$ cat config.mk
export PLATFORM = sky130hd
export DESIGN_NAME = sfi_dce_slv_slice
export DESIGN_NICKNAME = d
export VERILOG_FILES = /design/src/rtl/sfi_dce_pkg.sv /design/src/rtl/sfi_fifo2.sv /design/src/rtl/sfi_dce_slv_slice.sv
export SDC_FILE = /design/constraint.sdc
export NUM_CORES = 1
export LEC_CHECK = 0
export BUFFER_PORTS_ARGS = -buffer_cell sky130_fd_sc_hd__buf_2
export CAP_MARGIN = 20
export CORE_UTILIZATION = 40
export DETAILED_ROUTE_END_ITERATION = 7
export PLACE_DENSITY = 0.69
export SETUP_SLACK_MARGIN = 0.02
export SLEW_MARGIN = 20
export SYNTH_ARGS = -nofsm -noshare
export SYNTH_HDL_FRONTEND = slang
export SYNTH_SLANG_ARGS = --single-unit
$ cat constraint.sdc
create_clock -name clk -period 11.76 [get_ports clk]
set_clock_uncertainty 0.05 [all_clocks]
set_input_delay 2.352 -clock clk [delete_from_list [all_inputs] [get_ports clk]]
set_output_delay 2.352 -clock clk [all_outputs]
set_load 0.02 [all_outputs]
$ cat src/rtl/sfi_dce_pkg.sv
// Shared SFI payload types and widths for the DCE slave-port slice.
package sfi_dce_pkg;

  localparam int SFI_ADDR_W    = 40;
  localparam int SFI_DATA_W    = 64;
  localparam int SFI_TRANSID_W = 8;
  localparam int SFI_PRIV_W    = 20;
  localparam int SFI_REQ_PLD_W = 172;
  localparam int SFI_RSP_PLD_W = 105;

  // Named fields sum to 166 bits; rsvd pads the struct to the 172-bit pin width.
  typedef struct packed {
    logic [SFI_ADDR_W-1:0]    addr;
    logic [7:0]               be;
    logic                     burst;
    logic [SFI_DATA_W-1:0]    data;
    logic                     last;
    logic [5:0]               length;
    logic                     opc;
    logic [7:0]               protbits;
    logic [2:0]               security;
    logic [SFI_PRIV_W-1:0]    sfipriv;
    logic [2:0]               sfislvid;
    logic [SFI_TRANSID_W-1:0] transid;
    logic [2:0]               urgency;
    logic [5:0]               rsvd;
  } sfi_req_pld_t;

  typedef struct packed {
    logic [SFI_DATA_W-1:0]    data;
    logic [2:0]               errcode;
    logic                     last;
    logic [7:0]               protbits;
    logic [SFI_PRIV_W-1:0]    sfipriv;
    logic                     status;
    logic [SFI_TRANSID_W-1:0] transid;
  } sfi_rsp_pld_t;

endpackage

$ cat src/rtl/sfi_fifo2.sv
// Two-entry registered FIFO; both ready and valid come straight from the occupancy count.
module sfi_fifo2 #(
  parameter int W = 8
) (
  input  logic         clk,
  input  logic         rst_n,
  input  logic         in_vld,
  output logic         in_rdy,
  input  logic [W-1:0] in_data,
  output logic         out_vld,
  input  logic         out_rdy,
  output logic [W-1:0] out_data
);

  logic [W-1:0] mem [2];
  logic         wr_ptr;
  logic         rd_ptr;
  logic [1:0]   count;
  logic         wr;
  logic         rd;

  assign in_rdy   = (count != 2'd2);
  assign out_vld  = (count != 2'd0);
  assign out_data = mem[rd_ptr];
  assign wr       = in_vld & in_rdy;
  assign rd       = out_vld & out_rdy;

  always_ff @(posedge clk or negedge rst_n) begin
    if (!rst_n) begin
      wr_ptr <= 1'b0;
      rd_ptr <= 1'b0;
      count  <= 2'd0;
    end else begin
      if (wr) wr_ptr <= ~wr_ptr;
      if (rd) rd_ptr <= ~rd_ptr;
      case ({wr, rd})
        2'b10:   count <= count + 2'd1;
        2'b01:   count <= count - 2'd1;
        default: count <= count;
      endcase
    end
  end

  // Storage carries no reset: it is only observable while count marks it valid.
  always_ff @(posedge clk) begin
    if (wr) mem[wr_ptr] <= in_data;
  end

endmodule

$ cat src/rtl/sfi_dce_slv_slice.sv
// Registered request/response slice in front of the DCE SFI slave port with an
// outstanding-packet issue gate, sticky underflow flag and retimed press/hurry.
module sfi_dce_slv_slice
  import sfi_dce_pkg::*;
#(
  parameter int MAX_OUT   = 4,
  parameter int REQ_DEPTH = 2,
  parameter int RSP_DEPTH = 2
) (
  input  logic         clk,
  input  logic         rst_n,
  input  logic         s_req_vld,
  output logic         s_req_rdy,
  input  sfi_req_pld_t s_req_pld,
  input  logic [2:0]   s_req_press,
  input  logic [2:0]   s_req_hurry,
  output logic         s_rsp_vld,
  input  logic         s_rsp_rdy,
  output sfi_rsp_pld_t s_rsp_pld,
  output logic         m_req_vld,
  input  logic         m_req_rdy,
  output sfi_req_pld_t m_req_pld,
  output logic [2:0]   m_req_press,
  output logic [2:0]   m_req_hurry,
  input  logic         m_rsp_vld,
  output logic         m_rsp_rdy,
  input  sfi_rsp_pld_t m_rsp_pld,
  output logic [3:0]   outstanding,
  output logic         err_underflow
);

  localparam logic [3:0] MAX_OUT_C = 4'(MAX_OUT);

  if (REQ_DEPTH != 2) begin : g_bad_req_depth
    $error("sfi_dce_slv_slice: REQ_DEPTH must be 2");
  end
  if (RSP_DEPTH != 2) begin : g_bad_rsp_depth
    $error("sfi_dce_slv_slice: RSP_DEPTH must be 2");
  end
  if (MAX_OUT < 1 || MAX_OUT > 15) begin : g_bad_max_out
    $error("sfi_dce_slv_slice: MAX_OUT must be 1..15");
  end

  // Valid/ready: a beat moves when vld & rdy are both high at a rising edge; vld
  // never looks at same-side rdy, and payload holds while vld & !rdy.
  logic req_head_vld;
  logic req_pop;
  logic issue_ok;
  logic issue;
  logic inc;
  logic dec;
  logic in_pkt;

  sfi_fifo2 #(.W(SFI_REQ_PLD_W)) u_req_fifo (
    .clk      (clk),
    .rst_n    (rst_n),
    .in_vld   (s_req_vld),
    .in_rdy   (s_req_rdy),
    .in_data  (s_req_pld),
    .out_vld  (req_head_vld),
    .out_rdy  (req_pop),
    .out_data (m_req_pld)
  );

  sfi_fifo2 #(.W(SFI_RSP_PLD_W)) u_rsp_fifo (
    .clk      (clk),
    .rst_n    (rst_n),
    .in_vld   (m_rsp_vld),
    .in_rdy   (m_rsp_rdy),
    .in_data  (m_rsp_pld),
    .out_vld  (s_rsp_vld),
    .out_rdy  (s_rsp_rdy),
    .out_data (s_rsp_pld)
  );

  // A packet already in flight is never stalled by the limit.
  assign issue_ok  = in_pkt | (outstanding < MAX_OUT_C);
  assign m_req_vld = req_head_vld & issue_ok;
  assign req_pop   = m_req_rdy & issue_ok;
  assign issue     = m_req_vld & m_req_rdy;
  assign inc       = issue & ~in_pkt;
  assign dec       = s_rsp_vld & s_rsp_rdy & s_rsp_pld.last;

  always_ff @(posedge clk or negedge rst_n) begin
    if (!rst_n) begin
      in_pkt        <= 1'b0;
      outstanding   <= 4'd0;
      err_underflow <= 1'b0;
    end else begin
      if (issue) in_pkt <= ~m_req_pld.last;
      if (dec && outstanding == 4'd0) err_underflow <= 1'b1;
      if (inc && !dec) begin
        outstanding <= outstanding + 4'd1;
      end else if (dec && !inc && outstanding != 4'd0) begin
        outstanding <= outstanding - 4'd1;
      end
    end
  end

  always_ff @(posedge clk or negedge rst_n) begin
    if (!rst_n) begin
      m_req_press <= 3'd0;
      m_req_hurry <= 3'd0;
    end else begin
      m_req_press <= s_req_press;
      m_req_hurry <= s_req_hurry;
    end
  end

  a_out_le_max: assert property (@(posedge clk) disable iff (!rst_n) outstanding <= MAX_OUT_C)
    else $error("outstanding exceeded MAX_OUT");

endmodule
== After elaboration in Yosys (flattened, before gate mapping) ==
Memory sizes are Yosys's and may differ from the RTL's.
Index checks and enable logic that the tools add are counted.

* Bits in registers: 20
* Memory bits (writable): 554
* Output and inout port bits: 292
* Memories: 2

{| class="wikitable"
|+ Memories
! memory !! depth !! bits a word !! read ports !! clocked after Yosys merged registers in !! wr ports !! line !! text
|-
| u_req_fifo.mem || 2 || 172 || 1 || 0 || 1 || sfi_fifo2.sv:15 || <nowiki>logic [W-1:0] mem [2];</nowiki>
|-
| u_rsp_fifo.mem || 2 || 105 || 1 || 0 || 1 || sfi_fifo2.sv:15 ||
|}

* Add/subtract/negate cells: 6
* Order comparisons: 1
* Equal/unequal tests: 6
* Multiplexer cells: 8
* Bitwise operators: 16
* Reductions and logical operators: 13

{| class="wikitable"
|+ Operators with widths
! operator !! count
|-
| nonzero test 2 bit || 5
|-
| AND 1 bit || 9
|-
| 2-to-1 mux 4 bit || 2
|-
| one-hot mux 2 bit (2 select lines) || 2
|-
| NOT 1 bit || 6
|-
| adder 2 x 1 -> 2 bit (second input constant) || 2
|-
| adder 4 x 1 -> 4 bit (second input constant) || 1
|-
| == test 2 x 1 -> 1 bit (second input constant) || 2
|-
| == test 2 bit (second input constant) || 2
|-
| logical AND 1 bit || 4
|-
| zero test 4 bit || 1
|-
| < comparator 4 x 3 -> 1 bit (second input constant) || 1
|-
| 2-to-1 mux 1 bit || 4
|-
| inequality test 2 bit (second input constant) || 2
|-
| nonzero test 4 bit || 1
|-
| subtractor 2 x 1 -> 2 bit (second input constant) || 2
|-
| subtractor 4 x 1 -> 4 bit (second input constant) || 1
|-
| zero test 1 bit || 2
|-
| OR 1 bit || 1
|}

== Longest topological paths before layout ==
* Word-level depth: 10
* Gate-level depth with buffers: 9
* Gate-level depth less buffers: 8

== By module ==
Synthesis repeated with hierarchy kept, for this count alone.

* Cells, all modules: 933
* Area total of the unflattened synthesis: 21169.1 sq um

{| class="wikitable"
|+ Modules (own cells, without submodules)
! module !! instances !! cells each !! area each (sq um) !! seq. area each (sq um)
|-
| sfi_fifo2 (u_req_fifo) || 1 || 552 || 12698.4 || 10430.0
|-
| sfi_fifo2 (u_rsp_fifo) || 1 || 344 || 7931.4 || 6406.1
|-
| sfi_dce_slv_slice || 1 || 37 || 539.3 || 300.3
|}

== Worst setup path before layout ==
No wires, ideal clock.

* Path kind: input to register
* Start point: in s_req_vld
* End point: mem u_req_fifo.mem[0][0] (netlist name), enable pin
* Setup time: 0.707 ns
* Data arrival time: 9.588 ns
* Slack: 1.416 ns
* Cell stages on the path: 2
* Path through: nand2_1 > nor2_1

* Cells in the longest elaborated chain, start to end: 3

{| class="wikitable"
|+ RTL lines
! item !! line !! text
|-
| from (decl) || sfi_dce_slv_slice.sv:12 || <nowiki>input logic s_req_vld,</nowiki>
|-
| AND 1 bit || sfi_fifo2.sv:25 || <nowiki>assign wr = in_vld & in_rdy;</nowiki>
|-
| 2-to-1 mux 1 bit || sfi_fifo2.sv:46 || <nowiki>if (wr) mem[wr_ptr] <= in_data;</nowiki>
|-
| 2-to-1 mux 1 bit (implied by the code) || sfi_fifo2.sv:46 ||
|-
| to (decl) || sfi_fifo2.sv:15 ||
|}

No other way between the ends.

==> results.yml <==
synth:
  synth_warnings: 0
  synthTopCellsByCount: "edfxtp_1, mux2_2, mux2_1"
  async_flop_share_pct: 3.48
  ys_seq_area_share_pct: 82.3
  synthDominantCellAreaShare_pct: 79.9
  syn-num-nets: 1229
  synth.area.top_cells: "edfxtp_1, mux2_2, dfrtp_1"
  ys_ff_latch: 574
  synth_cells: 935
  syn_area_per_cell_um2: 22.3
  synth_flop_cell: "edfxtp_1"
  synth_enable_flop_cells: 554
  synth_largest_area_cell: "edfxtp_1"
  synth_most_common_cell: "edfxtp_1"
  synth_cell_types: 30
  netlist_area_um2: 20800
setup_path:
  crit_start: "u_req_fifo.rd_ptr"
  critPathKind: "register to primary output"
  setup.worst_path.end: "m_req_pld[58]"
  end_kind: "primary output"
  rr_worst_depth: 9
  arrival_ns: 3.75
  crit_path_start_kind: "register"
  r2r_slack_ns: 7.90
  rr_startpoint: "u_rsp_fifo.rd_ptr"
  crit_required_ns: 9.36
  crit_fanout: 63
  rr_endpoint: "outstanding[3]"
timing:
  rsz0062_at_grt: "false"
  post-route-min-period_ns: 6.15
  tightestPinTransition_ns: 1.02
  slew-limit-headroom_pct: 32.3
  setup_violations: 0
  max_freq_ghz: 0.163
  finalHoldViolCount: 0
  setup-tns-final_ns: 0
  finalCritPeriodShare_pct: 52.3
  slew_violations: 0
route:
  drtAntennaViolNets: 0
  routedWlPerCell_um: 21.1
  vias: 10938
  drt_pass1_iterations: 5
  drt_iter0_markers: 586
  finalWirelength_um: 48400
  drc: 0
  routed_via_density: 4.76
global_route:
  overflow: 0
  grt_pass1_vias: 11303
  grt_start_max_net_pins: 73
  antenna_found_initial: 20
  grt_pass1_wl_um: 68800
  track_usage_pct: 17.6
floorplan:
  die_h_um: 230
  fp.dieW_um: 230
  rows: 83
  core_area_um2: 51400
  dieArea_um2: 53000
  start_util_pct: 40.5
  num_io_pins: 581
clock_tree:
  postCtsHoldBufs: 0
  clock_latency_ns: 0.60
  postCtsResizedCells: 0
  cts_root_buf: "clkbuf_16"
  cts_sinks: 574
  clk_pin_slew_worst_paths_ns: 0.06
  postCtsSetupRepairBufs: 0
  cts_tree: "built"
  cts_inserted_buffers: 57
  cts_max_path_buffers: 3
  htree_levels: 2
layout:
  final_util_pct: 51.5
  syn_to_final_growth_pct: 27.2
  instances_no_fill: 2298
  layout-drive-gt1-share_pct: 58.0
  nets: 1848
status:
  outcome: "finished clean"
placement:
  io_buffers: 580
  hpwl_um: 34100
  gp_congestion: 0.956
  place_inst: 2174
job:
  drv_cap: 0
power_and_ir_drop:
  irDropWorstVdd_uv: 190
  power_w: 0.00705
  powerDensity_nw_per_um2: 266
  power.leakage_nw: 9.91
worst_hold_path:
  min_path_type: "register to register"
## flip-flops by register name, summed over array words and instances, names as in the netlist, 2 cells and up
| signal | count |
|---|---|
| u_req_fifo.count | 2 |
| outstanding | 4 |
| u_rsp_fifo.mem | 210 |
| u_rsp_fifo.count | 2 |
| u_req_fifo.mem | 344 |
| m_req_press | 3 |
| m_req_hurry | 3 |
## power breakdown
part | total (W) | internal (W) | switching (W)
sequential | 0.00300 | 0.00280 | 0.000204
clock | 0.00181 | 0.00107 | 0.000743
combinational | 0.00223 | 0.000843 | 0.00139
## layout by cell type (no fill, tap or decap), drive strengths merged, types with 2 or more instances in the layout
cell type  count
a21o           3
a21oi          2
and3           2
buf          591
bufinv         6
clkbuf        82
clkinv         9
clkinvlp       6
dfrtp         20
diode         15
edfxtp       554
ha             4
inv           10
mux2         278
mux2i          2
nand2          3
nand2b         2
nor2           6
or2            2
xnor2         10
xor2           3
## critical path, stage by stage, from the launching register on
cell,delay (ns)
dfrtp_4,0.98
buf_4,0.72
buf_4,0.72
mux2_2,0.43
buf_2,0.18
## kinds of logic after synthesis
logic type	share of synthesized area (%)
XOR/XNOR	0.547
AO/OA/AOI/OAI	0.397
buffers and inverters	0.835
flip-flops	82.3
adder cells (fa/ha/maj)	0.336
AND/OR/NAND/NOR	0.415
multiplexers	15.2
## how the worst min path moves through the flow
| stage | cells past startpoint | to | from | slack [ns] |
|---|---|---|---|---|
| finish | 1 | err_underflow | err_underflow | 0.41 |
| CTS | 1 | err_underflow | err_underflow | 0.41 |
| floorplan | 1 | u_req_fifo.count[1] | u_req_fifo.count[1] | 0.41 |
| detailed placement | 1 | err_underflow | err_underflow | 0.39 |
| global route | 1 | err_underflow | err_underflow | 0.43 |
| global placement | 1 | err_underflow | err_underflow | 0.40 |
## through the flow
step | hold slack [ns] | cell area (um^2) | setup WS (ns)
2_1_floorplan | 0.407 | 20800 | 1.42
3_3_place_gp | 0.398 | 24500 | 6.30
3_5_place_dp | 0.393 | 24500 | 6.21
4_1_cts | 0.409 | 26400 | 5.53
5_1_grt | 0.428 | 26500 | 5.39
6_report | 0.408 | 26500 | 5.61
## routing by layer
metal | share of wire, % | up-vias | track usage, %
li1 | - | 4984 | -
met3 | 9.9 | 76 | 6.65
met2 | 50 | 494 | 29.3
met1 | 38 | 5378 | 20.4
met5 | 0.079 | - | 0
met4 | 2.8 | 6 | 6.91
## layout make-up
class                      count  area (um^2)
tap                          680          851
multi-input combinational    325         3540
fill                        4165        24900
antenna                       15         37.5
sequential                   574        17100
inverter                       5         18.8
clock inverter                26          322
clock buffer                  82         1580
timing repair buffer         591         3000
No activity file was read; power rests on OpenSTA's default activity.
